[config.mk]
export PLATFORM = sky130hd
export DESIGN_NAME = wb_stage
export DESIGN_NICKNAME = d
export VERILOG_FILES = /design/src/rtl/wb_stage_pkg.sv /design/src/rtl/wb_stage_load_align.sv /design/src/rtl/wb_stage.sv
export SDC_FILE = /design/constraint.sdc
export NUM_CORES = 1
export LEC_CHECK = 0
export ABC_AREA = 0
export BUFFER_PORTS_ARGS = -buffer_cell sky130_fd_sc_hd__buf_2
export CAP_MARGIN = 40
export CORE_MARGIN = 2
export CORE_UTILIZATION = 49
export DETAILED_ROUTE_END_ITERATION = 10
export PLACE_DENSITY_LB_ADDON = 0.05
export SYNTH_ARGS = -nofsm -noshare
export SYNTH_HDL_FRONTEND = slang
export SYNTH_HIERARCHICAL = 1
export SYNTH_SLANG_ARGS = --single-unit
[constraint.sdc]
create_clock -name clk -period 3.6 [get_ports clk]
set_input_delay 0.54 -clock clk [delete_from_list [all_inputs] [get_ports clk]]
set_output_delay 0.54 -clock clk [all_outputs]
set_load 0.005 [all_outputs]
[src/rtl/wb_stage_pkg.sv]
// Shared definitions for the writeback stage: bus widths and load-type encodings.
// The is_load helper separates memory results from ALU results.
package wb_stage_pkg;

  localparam int DATA_BUS_W = 32;
  localparam int REG_ADDR_W = 5;
  localparam int LD_TYPE_W  = 3;

  localparam logic [LD_TYPE_W-1:0] LD_NONE = 3'd0;
  localparam logic [LD_TYPE_W-1:0] LD_LB   = 3'd1;
  localparam logic [LD_TYPE_W-1:0] LD_LBU  = 3'd2;
  localparam logic [LD_TYPE_W-1:0] LD_LH   = 3'd3;
  localparam logic [LD_TYPE_W-1:0] LD_LHU  = 3'd4;
  localparam logic [LD_TYPE_W-1:0] LD_LW   = 3'd5;

  function automatic logic is_load(input logic [LD_TYPE_W-1:0] lt);
    return (lt >= LD_LB) && (lt <= LD_LW);
  endfunction

endpackage

[src/rtl/wb_stage_load_align.sv]
// Load aligner: picks the byte/halfword/word addressed by addr_low and sign/zero extends it.
// Latency: combinational. Backpressure: none.
// Halfword selection ignores addr_low[0]; misalignment is trapped before this stage.
module wb_stage_load_align
  import wb_stage_pkg::*;
(
  input  logic [DATA_BUS_W-1:0] rdata,
  input  logic [1:0]            addr_low,
  input  logic [LD_TYPE_W-1:0]  load_type,
  output logic [DATA_BUS_W-1:0] load_word
);

  logic [7:0]  byte_sel;
  logic [15:0] half_sel;

  always_comb begin
    byte_sel  = rdata[{addr_low, 3'b000} +: 8];
    half_sel  = addr_low[1] ? rdata[31:16] : rdata[15:0];
    load_word = '0;
    case (load_type)
      LD_LB:   load_word = {{24{byte_sel[7]}}, byte_sel};
      LD_LBU:  load_word = {24'd0, byte_sel};
      LD_LH:   load_word = {{16{half_sel[15]}}, half_sel};
      LD_LHU:  load_word = {16'd0, half_sel};
      LD_LW:   load_word = rdata;
      default: load_word = '0;
    endcase
  end

endmodule

[src/rtl/wb_stage.sv]
// Writeback stage: captures MEM results, aligns load data, drives the regfile write port and forwarding.
// Latency: one cycle from capture to regfile write. Backpressure: wb_stall holds the occupant and drops wb_allowin.
// Optional DEBUG_TRACE_EN adds the debug_wb_* trace outputs and a captured PC register.
module wb_stage
  import wb_stage_pkg::*;
#(
  parameter int DATA_W  = DATA_BUS_W,
  parameter int RADDR_W = REG_ADDR_W
) (
  input  logic                 clk,
  input  logic                 resetn,
  input  logic                 mem_to_wb_valid,
  output logic                 wb_allowin,
  input  logic [31:0]          mem_pc,
  input  logic                 mem_reg_we,
  input  logic [RADDR_W-1:0]   mem_reg_addr,
  input  logic [DATA_W-1:0]    mem_alu_result,
  input  logic [LD_TYPE_W-1:0] mem_load_type,
  input  logic [DATA_W-1:0]    data_sram_rdata,
  input  logic                 wb_stall,
  input  logic                 wb_flush,
  output logic                 rf_w_en,
  output logic [RADDR_W-1:0]   rf_w_addr,
  output logic [DATA_W-1:0]    rf_w_data,
  output logic                 wb_fwd_valid,
  output logic [RADDR_W-1:0]   wb_fwd_addr,
  output logic [DATA_W-1:0]    wb_fwd_data
`ifdef DEBUG_TRACE_EN
  ,
  output logic [31:0]          debug_wb_pc,
  output logic [3:0]           debug_wb_rf_wen,
  output logic [4:0]           debug_wb_rf_wnum,
  output logic [31:0]          debug_wb_rf_wdata
`endif
);

  logic                 wb_valid;
  logic                 wb_reg_we;
  logic [RADDR_W-1:0]   wb_reg_addr;
  logic [DATA_W-1:0]    wb_alu_result;
  logic [LD_TYPE_W-1:0] wb_load_type;
  logic                 wb_ready_go;
  logic                 capture;
  logic                 dest_live;
  logic [DATA_W-1:0]    load_word;

  assign wb_ready_go = ~wb_stall;
  // A flush frees the slot even while stalled, so a new instruction can slide in behind it.
  assign wb_allowin  = ~wb_valid | (wb_ready_go & ~wb_flush) | wb_flush;
  assign capture     = mem_to_wb_valid & wb_allowin;

  always_ff @(posedge clk) begin
    if (!resetn) begin
      wb_valid      <= 1'b0;
      wb_reg_we     <= 1'b0;
      wb_reg_addr   <= '0;
      wb_alu_result <= '0;
      wb_load_type  <= LD_NONE;
    end else begin
      if (wb_allowin) wb_valid <= mem_to_wb_valid;
      if (capture) begin
        wb_reg_we     <= mem_reg_we;
        wb_reg_addr   <= mem_reg_addr;
        wb_alu_result <= mem_alu_result;
        wb_load_type  <= mem_load_type;
      end
    end
  end

  wb_stage_load_align u_load_align (
    .rdata     (data_sram_rdata),
    .addr_low  (wb_alu_result[1:0]),
    .load_type (wb_load_type),
    .load_word (load_word)
  );

  assign dest_live    = wb_valid & wb_reg_we & (wb_reg_addr != '0);
  assign rf_w_en      = dest_live & ~wb_stall & ~wb_flush;
  assign rf_w_addr    = wb_reg_addr;
  assign rf_w_data    = is_load(wb_load_type) ? load_word : wb_alu_result;
  assign wb_fwd_valid = dest_live;
  assign wb_fwd_addr  = rf_w_addr;
  assign wb_fwd_data  = rf_w_data;

`ifdef DEBUG_TRACE_EN
  logic [31:0] wb_pc;

  always_ff @(posedge clk) begin
    if (!resetn)      wb_pc <= '0;
    else if (capture) wb_pc <= mem_pc;
  end

  assign debug_wb_pc       = wb_pc;
  assign debug_wb_rf_wen   = {4{rf_w_en}};
  assign debug_wb_rf_wnum  = rf_w_addr;
  assign debug_wb_rf_wdata = rf_w_data;
`else
  logic unused_pc;
  assign unused_pc = ^mem_pc;
`endif

endmodule

# Yosys cells after proc, flatten, opt, wreduce, memory -nomap -nowiden
# Index checks and enable logic that the tools add are counted.
# classes
add_sub_neg	0
n_mul	0
div	0
n_lt_le_gt_ge	2
n_eq_ne	5
shifts	1
muxes	3
bitwise_logic	11
reduce_logical	2
# op_table
op	count
case mux 32 bit (5 select lines)	1
two-way mux 32 bit	1
indexed part select 32 x 6 -> 8 bit	1
two-way mux 16 bit	1
AND 1 bit	6
== test 3 x 2 -> 1 bit, second input constant	2
== test 3 bit, second input constant	2
nonzero test 5 bit	1
== test 3 x 1 -> 1 bit, second input constant	1
greater-or-equal comparator 3 x 1 -> 1 bit, second input constant	1
<= comparator 3 bit, second input constant	1
NOT 1 bit	3
bitwise OR 1 bit	2
logical AND 1 bit	1
# totals
reg_bits	42
latchBits	0
mem_bits_rw	0
rom_bits	0
in_bits	110
out_inout_bits	77
elab_cells	29
memories	0

# Depth between registers and ports, before layout
# logic_depth
word_depth	5
mapped_depth	9
depth_no_buf	5

# Modules after synthesis
# Netlist, hierarchy kept.
# by_module_without_submodules
mod	n_inst	cells_each	area_each_um2
wb_stage	1	262	2454.9
wb_stage_load_align	1	159	983.4

# Worst setup path before layout
# OpenSTA, ideal clock, no wires.
# synth_timing
path_kind	input to output
start	input port data_sram_rdata[27]
end	output port wb_fwd_data[3]
arrival_time_ps	1816
required_time_ps	3060
setup_slack_ps	1244
cell_stages	6
cell_sequence	mux4_2 -> and3_1 -> a211oi_1 -> o21ai_1 -> mux2_2 -> buf_4
# synth_between
elab_chain_cells	3
# synth_rtl
item	line_no	text
start: declaration	wb_stage.sv:19	input logic [DATA_W-1:0] data_sram_rdata,
indexed part select 32 x 6 -> 8 bit	wb_stage_load_align.sv:17	byte_sel = rdata[{addr_low, 3'b000} +: 8];
case mux 32 bit (5 select lines)	wb_stage_load_align.sv:20	case (load_type)
via load_word[3]	wb_stage.sv:45	logic [DATA_W-1:0] load_word;
two-way mux 32 bit	wb_stage.sv:80	assign rf_w_data = is_load(wb_load_type) ? load_word : wb_alu_result;
end: declaration	wb_stage.sv:27	output logic [DATA_W-1:0] wb_fwd_data
# The timed path passes the listed nets, and every way through them passes these cells.

# Worst setup path in the final report
# layout_timing
start	register wb_load_type[2]
end	output port rf_w_data[9]
# layout_between
elab_chain_cells	3
# layout_rtl
item	line_no	text
start: declaration	wb_stage.sv:41	logic [LD_TYPE_W-1:0] wb_load_type;
start signal: assignment	wb_stage.sv:65	wb_load_type <= mem_load_type;
== test 3 bit (tied with other cells)	wb_stage_load_align.sv:20	
case mux 32 bit (5 select lines) (*)	wb_stage_load_align.sv:20	
via load_word[9]	wb_stage.sv:45	
two-way mux 32 bit (*)	wb_stage.sv:80	
end: declaration	wb_stage.sv:24	output logic [DATA_W-1:0] rf_w_data,
# The timed path passes the listed nets; every way through them passes the cells marked *.

==> results.cfg <==
[grt]
grt_pass1_vias = 2882
antenna_found_initial = 1
gr-total-overflow = 0
grt_pass1_wl_um = 13790
grt_max_degree = 51
track_usage_pct = 22.68

[route]
vias = 3183
via_per_inst = 5.176
route.detailed.drc = 0
drtAntennaViolNets = 0
route.met3.wl_um = 609
drt-total-wl_um = 9067
drtIter0Drc = 213
dr.pass1.iters = 4
met1Wirelength_um = 4179
highest_layer = met4
met2_length_um = 4232
wl_per_cell_um = 14.74

[critical_path]
arrival_ns = 2.77
worst_setup_path_start_kind = flop
worstSetupPathType = flop to output pin
critical_path.slowest_cell = o22ai_2
critPathRequiredTime_ns = 3.06
cp_max_fo = 28
ff2ff_path_depth = 4
rr_startpoint = wb_valid
critPathMaxStageDelay_ns = 0.62
cp-end-kind = output pin
cp_cell_sequence = nand2b_1, o22ai_2, nand2_1, o221ai_1, mux2_2, buf_2
rrSetupSlack_ns = 1.85
r2r-end = wb_alu_result[7]

[synthesis]
synth_cell_types = 42
syn_area_per_cell_um2 = 8.167
synthTopCellsByCount = nand2_1 (95), mux2i_1 (52), dfxtp_1 (42), buf_4 (38), a21oi_1 (24)
synth_edf_count = 0
ys.flop_type = dfxtp_1
async_flop_share_pct = 0
synthCells = 421
yosysSeqAreaShare_pct = 24.45
synth_area_mm2 = 0.003438
synth.most_common_cell = nand2_1
synth_seq_cells = 42
yosysTopAreaCell = dfxtp_1
yosysWarningCount = 6
synth_fp_nets = 531
synth.area.top_cells = dfxtp_1 (24%), mux2i_1 (15%), nand2_1 (10%)
synth_top_area_share_pct = 24.45

[sta]
maxSlewViolCount = 0
slew_headroom_pct = 42.78
hold_violations = 0
setup_viol = 0
fin_crit_sh_pct = 92.01
fin_skew_ns = 0.005534
tightest_slew_ns = 0.8571
fmax_mhz = 301.9
final.min_clock_period_ns = 3.313
setup_ws_ns = 0.2875
setup_tns_ns = 0
rsz0062_at_grt = false

[final_layout]
layout.nets = 628
postLayoutCoreUtil_pct = 59.23
final_area_mm2 = 0.004024
layout-drive-gt1-share_pct = 39.77
syn_to_final_growth_pct = 17.03

[place]
hpwlAfterDp_um = 6971
gp_congestion = 0.8830
postPlaceCellArea_mm2 = 0.003909
io_buffers = 154
preCtsSetupSlack_ns = 0.6339

[cts]
clk_path_buf_depth = 2
clock_latency_ns = 0.29
clk_pin_slew_worst_paths_ns = 0.08
cts-root-buf = clkbuf_8
numCtsBuffers = 5
ctsResizeCount = 0
tritoncts = built
cts_max_level = 2
cts_hold_buf = 0
post_cts_buffers = 0
cts.sinks = 42

[pwr]
power.leakage_nw = 2.089
clkPwrFrac_pct = 28.4
switching_share_pct = 30.56
intPower_mw = 0.9417
p_comb_share_pct = 32.7
p_sw_mw = 0.4145
finalPower_mw = 1.356
pwr-share-seq_pct = 38.9
p_per_area_mw_per_mm2 = 337.1
ir_drop_mv = 0.2094

[die]
die_h_um = 87.77
rows = 30
core_area_mm2 = 0.006794
dieArea_mm2 = 0.007703
ioPinCount = 187
start_util_pct = 50.61
dieWidth_um = 87.77

[min_path]
hold_class = flop to flop
hold_depth = 2
min_to = wb_alu_result[15]
hp-start = wb_alu_result[15]

[run]
max_cap_violations = 0

[status]
status = complete, no violations
## per-stage QoR
step	hold slack (ns)	std cells
after CTS	0.4598	614
after detailed placement	0.4479	607
final	0.4564	615
after global placement	0.4396	607
after floorplan	0.4313	421
after global routing	0.4675	614
## worst max path at each step
stage          cells past startpoint                 from        endpoint
6_report                           6      wb_load_type[2]    rf_w_data[9]
5_1_grt                            6      wb_load_type[2]    rf_w_data[9]
4_1_cts                            6      wb_load_type[2]    rf_w_data[9]
3_5_place_dp                       6      wb_load_type[2]    rf_w_data[9]
3_3_place_gp                       6      wb_load_type[2]    rf_w_data[9]
2_1_floorplan                      6  data_sram_rdata[27]  wb_fwd_data[3]
## worst max-delay path: cells and delay by family (launching register included)
| kind | cells | cell delay [ns] |
|---|---|---|
| buffers and inverters | 1 | 0.11 |
| DFF | 1 | 0.59 |
| and+or+nand+nor | 2 | 0.71 |
| AOI/OAI and AO/OA | 2 | 0.84 |
| muxes | 1 | 0.22 |
## sequential cells by signal, summed over array words and instances, names as in the netlist
register and cells:
rf_w_addr 5, wb_alu_result 32, wb_load_type 3, wb_reg_we 1, wb_valid 1
## metal layers
metal	up-vias	track usage, %
met2	122	36.29
li1	1608	-
met1	1449	31.82
met3	4	4.336
met4	0	4.895
met5	-	0
## cell families after synthesis
kind of cell / share of synthesized area (%)
compound gates: 13.21
buf+inv: 14.26
flops: 24.45
mux: 28.02
simple gates: 20.05
## area by class of cell
cell class	count	area, um^2
diodes	1	2.502
inverters	3	11.26
clock inverters	1	30.03
well taps	96	120.1
flip-flops and latches	42	840.8
multi-input cells	307	2116
fillers	665	2770
repair buffers	159	820.8
clock buffers	6	82.58
## placed cells by master, fill, tap and decap left out, types with 2 or more instances in the layout
master,n
a21oi_1,24
a221o_1,6
a22oi_1,2
and2_1,10
and3_1,2
buf_2,154
buf_4,4
clkbuf_8,6
dfxtp_1,42
inv_1,3
mux2_2,20
mux2_4,13
mux2i_1,52
nand2_1,95
nand2b_1,5
nor2_1,15
nor2b_1,14
o21ai_0,2
o21ai_1,18
o221ai_1,8
## power by group through the flow
stage	Clock (mW)	Sequential, mW	Combinational [mW]
5_1_grt	0.411	0.532	0.488
3_5_place_dp	0	0.538	0.444
4_1_cts	0.393	0.527	0.446
6_report	0.385	0.528	0.444
2_1_floorplan	0	0.521	0.346
3_3_place_gp	0	0.536	0.443
No activity file was read; power rests on OpenSTA's default activity.
